--- config.mk ---
export PLATFORM = sky130hd
export DESIGN_NAME = hazard_scoreboard
export DESIGN_NICKNAME = d
export VERILOG_FILES = /design/src/rtl/hazard_scoreboard.sv
export SDC_FILE = /design/constraint.sdc
export NUM_CORES = 1
export LEC_CHECK = 0
export ABC_AREA = 0
export ABC_CLOCK_PERIOD_IN_PS = 2600
export CAP_MARGIN = 20
export CORE_MARGIN = 5
export CORE_UTILIZATION = 30
export DETAILED_ROUTE_END_ITERATION = 16
export HOLD_SLACK_MARGIN = 0.08
export PLACE_DENSITY_LB_ADDON = 0.05
export SKIP_CTS_REPAIR_TIMING = 1
export SYNTH_ARGS = -nofsm -noshare
export SYNTH_HDL_FRONTEND = slang
export SYNTH_SLANG_ARGS = --single-unit
--- constraint.sdc ---
create_clock -name clk -period 2.6 [get_ports clk]
set_clock_uncertainty 0.05 [all_clocks]
set_input_delay 0.26 -clock clk [delete_from_list [all_inputs] [get_ports clk]]
set_output_delay 0.26 -clock clk [all_outputs]
set_load 0.1 [all_outputs]
--- src/rtl/hazard_scoreboard.sv ---
// Tuse/Tnew hazard scoreboard: tracks in-flight destinations past D, drives the D-stage
// stall, per-source forwarding selects, a HI/LO busy interlock and a saturating stall counter.
module hazard_scoreboard #(
  parameter int unsigned STAGES = 3,
  parameter int unsigned AW     = 5,
  parameter int unsigned TW     = 2,
  parameter int unsigned CNT_W  = 32
) (
  input  logic                           clk,
  input  logic                           reset,
  input  logic                           d_valid,
  input  logic [AW-1:0]                  d_rs,
  input  logic [AW-1:0]                  d_rt,
  input  logic                           d_use_rs,
  input  logic                           d_use_rt,
  input  logic [TW-1:0]                  d_tuse_rs,
  input  logic [TW-1:0]                  d_tuse_rt,
  input  logic                           d_regwrite,
  input  logic [AW-1:0]                  d_wa,
  input  logic [TW-1:0]                  d_tnew,
  input  logic                           d_md,
  input  logic                           md_busy,
  input  logic                           flush,
  output logic                           stall,
  output logic [$clog2(STAGES+1)-1:0]    fwd_rs_sel,
  output logic [$clog2(STAGES+1)-1:0]    fwd_rt_sel,
  output logic                           fwd_rs_rdy,
  output logic                           fwd_rt_rdy,
  output logic [CNT_W-1:0]               stall_cnt
);

  localparam int unsigned SW = $clog2(STAGES + 1);

  logic              r_v    [1:STAGES];
  logic [AW-1:0]     r_wa   [1:STAGES];
  logic [TW-1:0]     r_tnew [1:STAGES];
  logic [CNT_W-1:0]  r_cnt;

  logic [SW-1:0]     w_rs_sel;
  logic [SW-1:0]     w_rt_sel;
  logic              w_rs_rdy;
  logic              w_rt_rdy;
  logic              w_rs_late;
  logic              w_rt_late;
  logic              w_stall;

  // Youngest match wins: scan oldest to youngest so the smallest index is written last.
  always_comb begin
    w_rs_sel  = '0;
    w_rt_sel  = '0;
    w_rs_rdy  = 1'b0;
    w_rt_rdy  = 1'b0;
    w_rs_late = 1'b0;
    w_rt_late = 1'b0;
    for (int i = int'(STAGES); i >= 1; i--) begin
      if (r_v[i] && (r_wa[i] == d_rs) && (d_rs != '0)) begin
        w_rs_sel  = SW'(i);
        w_rs_rdy  = (r_tnew[i] == '0);
        w_rs_late = (r_tnew[i] > d_tuse_rs);
      end
      if (r_v[i] && (r_wa[i] == d_rt) && (d_rt != '0)) begin
        w_rt_sel  = SW'(i);
        w_rt_rdy  = (r_tnew[i] == '0);
        w_rt_late = (r_tnew[i] > d_tuse_rt);
      end
    end
    w_stall = (d_valid & d_use_rs & w_rs_late)
            | (d_valid & d_use_rt & w_rt_late)
            | (d_valid & d_md & md_busy);
  end

  // Shift scoreboard; tnew saturates at zero as entries age.
  always_ff @(posedge clk or posedge reset) begin
    if (reset) begin
      for (int i = 1; i <= int'(STAGES); i++) begin
        r_v[i]    <= 1'b0;
        r_wa[i]   <= '0;
        r_tnew[i] <= '0;
      end
      r_cnt <= '0;
    end else begin
      if (w_stall) begin
        r_v[1]    <= 1'b0;
        r_wa[1]   <= '0;
        r_tnew[1] <= '0;
      end else begin
        r_v[1]    <= d_valid & d_regwrite & (d_wa != '0);
        r_wa[1]   <= d_wa;
        r_tnew[1] <= d_tnew;
      end
      for (int i = 2; i <= int'(STAGES); i++) begin
        r_v[i]    <= r_v[i-1];
        r_wa[i]   <= r_wa[i-1];
        r_tnew[i] <= (r_tnew[i-1] == '0) ? '0 : r_tnew[i-1] - TW'(1);
      end
      if (flush) begin
        for (int i = 1; i <= int'(STAGES); i++) begin
          r_v[i] <= 1'b0;
        end
      end
      if (w_stall && (r_cnt != '1)) begin
        r_cnt <= r_cnt + CNT_W'(1);
      end
    end
  end

  assign stall      = w_stall;
  assign fwd_rs_sel = w_rs_sel;
  assign fwd_rt_sel = w_rt_sel;
  assign fwd_rs_rdy = w_rs_rdy;
  assign fwd_rt_rdy = w_rt_rdy;
  assign stall_cnt  = r_cnt;

endmodule

Yosys cells after proc, flatten, opt, wreduce, memory -nomap -nowiden --
Index checks and enable logic that the tools add are counted.
Storage, ports and cells: logic and storage cells 79, flip-flop bits (word level) 56
Cells by class: equality and inequality tests 7, add/subtract/negate cells 3, reductions and logical operators 19, bitwise operators 10, $lt $le $gt $ge 6, multiplexer cells 24
Operators by type and width (number):
- adder 32 x 1 -> 32 bit (second input constant) | 1
- inequality test 32 bit (second input constant) | 1
- == test 5 bit | 6
- two-way mux 2 bit | 9
- nonzero test 5 bit | 3
- logical AND 1 bit | 13
- two-way mux 1 bit | 13
- greater-than comparator 2 bit | 6
- bitwise AND 1 bit | 8
- logical NOT 2 bit | 3
- two-way mux 5 bit | 1
- subtractor 2 x 1 -> 2 bit (second input constant) | 2
- two-way mux 3 bit | 1
- OR 1 bit | 2

Longest topological paths before layout --
depth in word-level cells 11, depth in mapped cells 11, mapped depth without buffers 9

Worst setup path before layout --
No wires, ideal clock.
kind register to register, start reg r_cnt[11] (netlist: stall_cnt[11]), end reg r_cnt[11] (netlist: stall_cnt[11]), stages on the path, launching flop included 10, library setup time 0.164 ns, clock period less this slack 3.169 ns, path slack -0.569 ns, arrival time 2.955 ns, path buffers 2, cell sequence dfrtp_1 > and4_1 > nand4_1 > nor2_1 > nand2_2 > nor3b_1 > buf_4 > buf_4 > nor3_1 > xor2_1
Between the ends: longest elaborated chain between the ends 2
Ends and longest elaborated chain:
- start: declaration | line 37 | logic [CNT_W-1:0] r_cnt;
- start signal: assignment | line 102 | r_cnt <= r_cnt + CNT_W'(1);
- parallel branches: the longest is 2 deep, another holds adder 32 x 1 -> 32 bit
Parallel ways; which one is timed is not known. A chain may end at the register's enable or synchronous reset.

Worst setup path after layout --
start reg r_tnew[3] (netlist name), end out stall
Between the ends: longest elaborated chain between the ends 6
Ends and longest elaborated chain:
- start: declaration | line 36 | logic [TW-1:0] r_tnew [1:STAGES];
- start signal: indexed assignment | line 94 | r_tnew[i] <= (r_tnew[i-1] == '0) ? '0 : r_tnew[i-1] - TW'(1);
- greater-than comparator 2 bit (on tied branches) | line 59, 64
- two-way mux 1 bit (on tied branches) (2 in series) | line 56, 61
- bitwise AND 1 bit (on tied branches) | line 67, 68
- OR 1 bit * | line 68 | | (d_valid & d_use_rt & w_rt_late)
- OR 1 bit * | line 69 | | (d_valid & d_md & md_busy);
- end: declaration | line 24 | output logic stall,
Mark *: on every way between the ends. The rest lies on a longest branch, timed or not.

==> tab_implementation.tex <==
\begin{tabular}{lr}
\hline
Metric & Value \\
\hline
\multicolumn{2}{l}{\textbf{Global routing}} \\
Number of antenna violations at the first check in global routing & 0 \\
Pin count of the biggest net entering global routing & 33 \\
Total global routing track utilization & 0.1303 \\
Total grt overflow & 0 \\
Vias in the first global route & 2762 \\
First-pass GRT wire length & 13700 um \\
\multicolumn{2}{l}{\textbf{Setup path}} \\
Reg2reg setup slack & 60 ps \\
Kind of critical path & reg -> out \\
Worst flop-to-flop path endpoint & stall\_cnt[22]\$\_DFFE\_PP0P\_ \\
Worst r2r path cells & 10 \\
Kind of end point of the critical path & output pin \\
Worst EP required & 2290 ps \\
Critical path fanouts, max & 2 \\
Launching element type of the critical path & flip-flop \\
Signal arrival time at the worst endpoint & roughly 2200 ps \\
Origin of the critical flop-to-flop path & r\_tnew[3]\$\_DFF\_PP0\_ \\
\multicolumn{2}{l}{\textbf{Finish}} \\
Finished layout cell area & 4882 sq um \\
Post-synthesis to final-layout area growth & 50.13\% \\
Number of antenna diodes & 0 \\
Share of post-route cells with drive strength above 1 & 0.4125 \\
Number of nets in the layout & 459 \\
\multicolumn{2}{l}{\textbf{Floorplanning}} \\
Starting density of the core & 0.3026 \\
Total I/O pin count & just under 70 \\
Die area & 13020 sq um \\
Core region area & 10750 sq um \\
Row count & 38 \\
Die Width & between 100 and 150 um \\
Chip Height & 114.1 um \\
\multicolumn{2}{l}{\textbf{Clock tree}} \\
Longest Clk Path Bufs & 2 \\
Clock latency reported for the late side of the worst-skew pair & 320 ps \\
Number of sinks on the clock net & 56 \\
TritonCTS clock tree & yes \\
H-tree Lvls & 2 \\
Clock tree root buffer cell & clkbuf\_8 \\
Clock transition at the registers of the reported paths & 110 ps \\
Number of buffers inserted during clock tree synthesis & 5 \\
\multicolumn{2}{l}{\textbf{Synth}} \\
Count of different cell masters after synthesis & 45 \\
Number of synthesized flops with an enable pin & 0 \\
Fraction of the yosys area taken by sequential cells & 0.4309 \\
Yosys top cell by area & dfrtp\_1 \\
Number of synthesized register bits & 56 \\
Proportion of netlist area held by the largest area contributor & 0.4309 \\
Post-Synthesis Cell Area & roughly 3300 sq um \\
Commonest cells in the synthesized netlist & 56 x dfrtp\_1, 35 x xor2\_1, 26 x xnor2\_1 \\
Top post-synthesis cells by area & dfrtp\_1 43\%, xor2\_1 9.4\%, xnor2\_1 7.0\% \\
Most used standard cell by instance count after synthesis & dfrtp\_1 \\
Primary flip-flop cell chosen by synthesis mapping & dfrtp\_1 \\
Share of synthesized flip-flops with an asynchronous set or reset & 1.000 \\
Post-synthesis net count & 347 \\
Warnings, synthesis & 0 \\
Per-instance average area after synthesis & 10.70 sq um \\
Mapped Cells & around 300 \\
\multicolumn{2}{l}{\textbf{STA}} \\
Unrepaired setup endpoints after global routing & yes \\
Final worst path period share & 0.9812 \\
Max-slew violation count & 0 \\
Final count of hold timing violations & 0 \\
Number of setup violations in the final report & 0 \\
Summed negative setup slack over all endpoints & 0 ps \\
Shortest clock period the worst path allows after layout & 2551 ps \\
Final worst setup slack & 49.00 ps \\
Upper clock frequency limit & 392.0 MHz \\
Hold Worst Slack & 260.2 ps \\
Relative slew slack & 0.6284 \\
Transition time at the pin with the least slew margin & 556.6 ps \\
\multicolumn{2}{l}{\textbf{Routing}} \\
Final antenna-violating net count & 0 \\
Detailed-router iteration count before antenna repair & 4 \\
Remaining routing DRC violations & 0 \\
Via-per-instance ratio & 4.679 \\
Wirelength per Cell & 15.33 um \\
Detailed Route Iter0 Violations & 80 \\
Post-Route WL & 8541 um \\
Total via count after detailed routing & 2606 \\
\multicolumn{2}{l}{\textbf{Place}} \\
Final HPWL from detailed placement & 6437 um \\
Buffers on Ports & roughly 70 \\
Final GP Congestion & between 0.7 and 0.8 \\
DP Area & 4434 sq um \\
DP Worst Slack & -416.8 ps \\
\multicolumn{2}{l}{\textbf{Hold path}} \\
Hold Path Class & in -> async \\
\multicolumn{2}{l}{\textbf{Power}} \\
Switching Fraction & 0.3688 \\
Overall power of the completed layout & between 0.002 and 0.0025 W \\
Comb pwr share & 0.291 \\
Part of the total power dissipated in sequential elements & 0.468 \\
Leakage power & 2.189 nW \\
Sw Pwr & $\sim$0.00078 W \\
Clock network fraction of total power & 0.241 \\
Pwr/cell area & 434.3 nW/um\^{}2 \\
Maximum ir drop on the vdd rail & 0.4589 mV \\
Internal & 0.001338 W \\
\multicolumn{2}{l}{\textbf{Flow run}} \\
Maximum capacitance violations & 0 \\
\multicolumn{2}{l}{\textbf{Run status}} \\
Outcome & complete, no violations \\
\hline
\end{tabular}
[critical path: stages (launching register included)]
cell and delay (ps):
dfrtp_1 440, ha_4 290, nor2b_4 150, o21ai_4 70
nor4_4 250, a311oi_2 70, o32a_2 380, clkinvlp_4 120
buf_12 180
[power groups by stage]
stage               sequential, W  combinational [W]  clock (W)
finish                   0.000993           0.000616   0.000512
detailed placement        0.00101           0.000590          0
global route              0.00100           0.000652   0.000575
global placement          0.00101           0.000588          0
floorplan                 0.00123           0.000166          0
CTS                      0.000993           0.000591   0.000539
[cells in the final DEF, fill, tap and decap left out, drive strengths merged, types with 3 or more instances in the layout]
master,n
buf,83
dfrtp,56
xor2,35
xnor2,26
nor3,20
clkdlybuf4s50,19
nand2,19
nand4,16
nor2,15
ha,13
nor4,13
inv,12
and2,10
dlymetal6s2s,10
nand3,9
nor2b,8
a21oi,7
clkbuf,6
nor4b,5
or2,4
and3,3
clkinvlp,3
or4,3
nor3b,3
[routing by layer]
layer	vias to the layer above	GRT usage	share of wire
met3	7	0.02431	0.034
met2	48	0.2201	0.50
met4	0	0.03246	0.012
met1	1257	0.1724	0.45
met5	-	0	0
li1	1294	-	-
[logic make-up (layout without fill, tap and decap cells)]
logic type	after synthesis	count (layout)	share of synthesized area
buf+inv	20	133	0.03270
simple gates	131	131	0.2689
flops	56	56	0.4309
xor+xnor	61	61	0.1643
fa+ha+maj	13	13	0.05002
compound gates	21	21	0.04656
mux	2	2	0.006541
[how the worst max path moves through the flow]
stage	from	endpoint	cells after the start
6_report	r_tnew[3]$_DFF_PP0_	stall	8
3_5_place_dp	d_rs[3]	stall_cnt[23]$_DFFE_PP0P_	9
4_1_cts	d_rt[1]	stall	9
2_1_floorplan	stall_cnt[11]$_DFFE_PP0P_	stall_cnt[11]$_DFFE_PP0P_	9
5_1_grt	r_tnew[3]$_DFF_PP0_	stall_cnt[22]$_DFFE_PP0P_	10
3_3_place_gp	d_rs[3]	stall_cnt[1]$_DFFE_PP0P_	8
[final cells by class]
class	count	area, sq um
multi-input cells	228	2038
repair buffers	113	1102
fillers	1087	5863
clock buffers	5	68.82
flip-flops and latches	56	1423
inverters	12	48.80
clock inverters	3	26.28
well taps	140	175.2
[per-stage QoR]
step           utilization  std cells
6_report            0.4544        557
3_3_place_gp        0.4127        544
3_5_place_dp        0.4127        544
2_1_floorplan            -        304
5_1_grt             0.4544        557
4_1_cts             0.4215        552
[sequential cells by signal (all words and copies together), names as in the netlist]
register	flops
stall_cnt	32
r_tnew	6
r_wa	15
r_v	3
(Power assumes the default switching activity.)
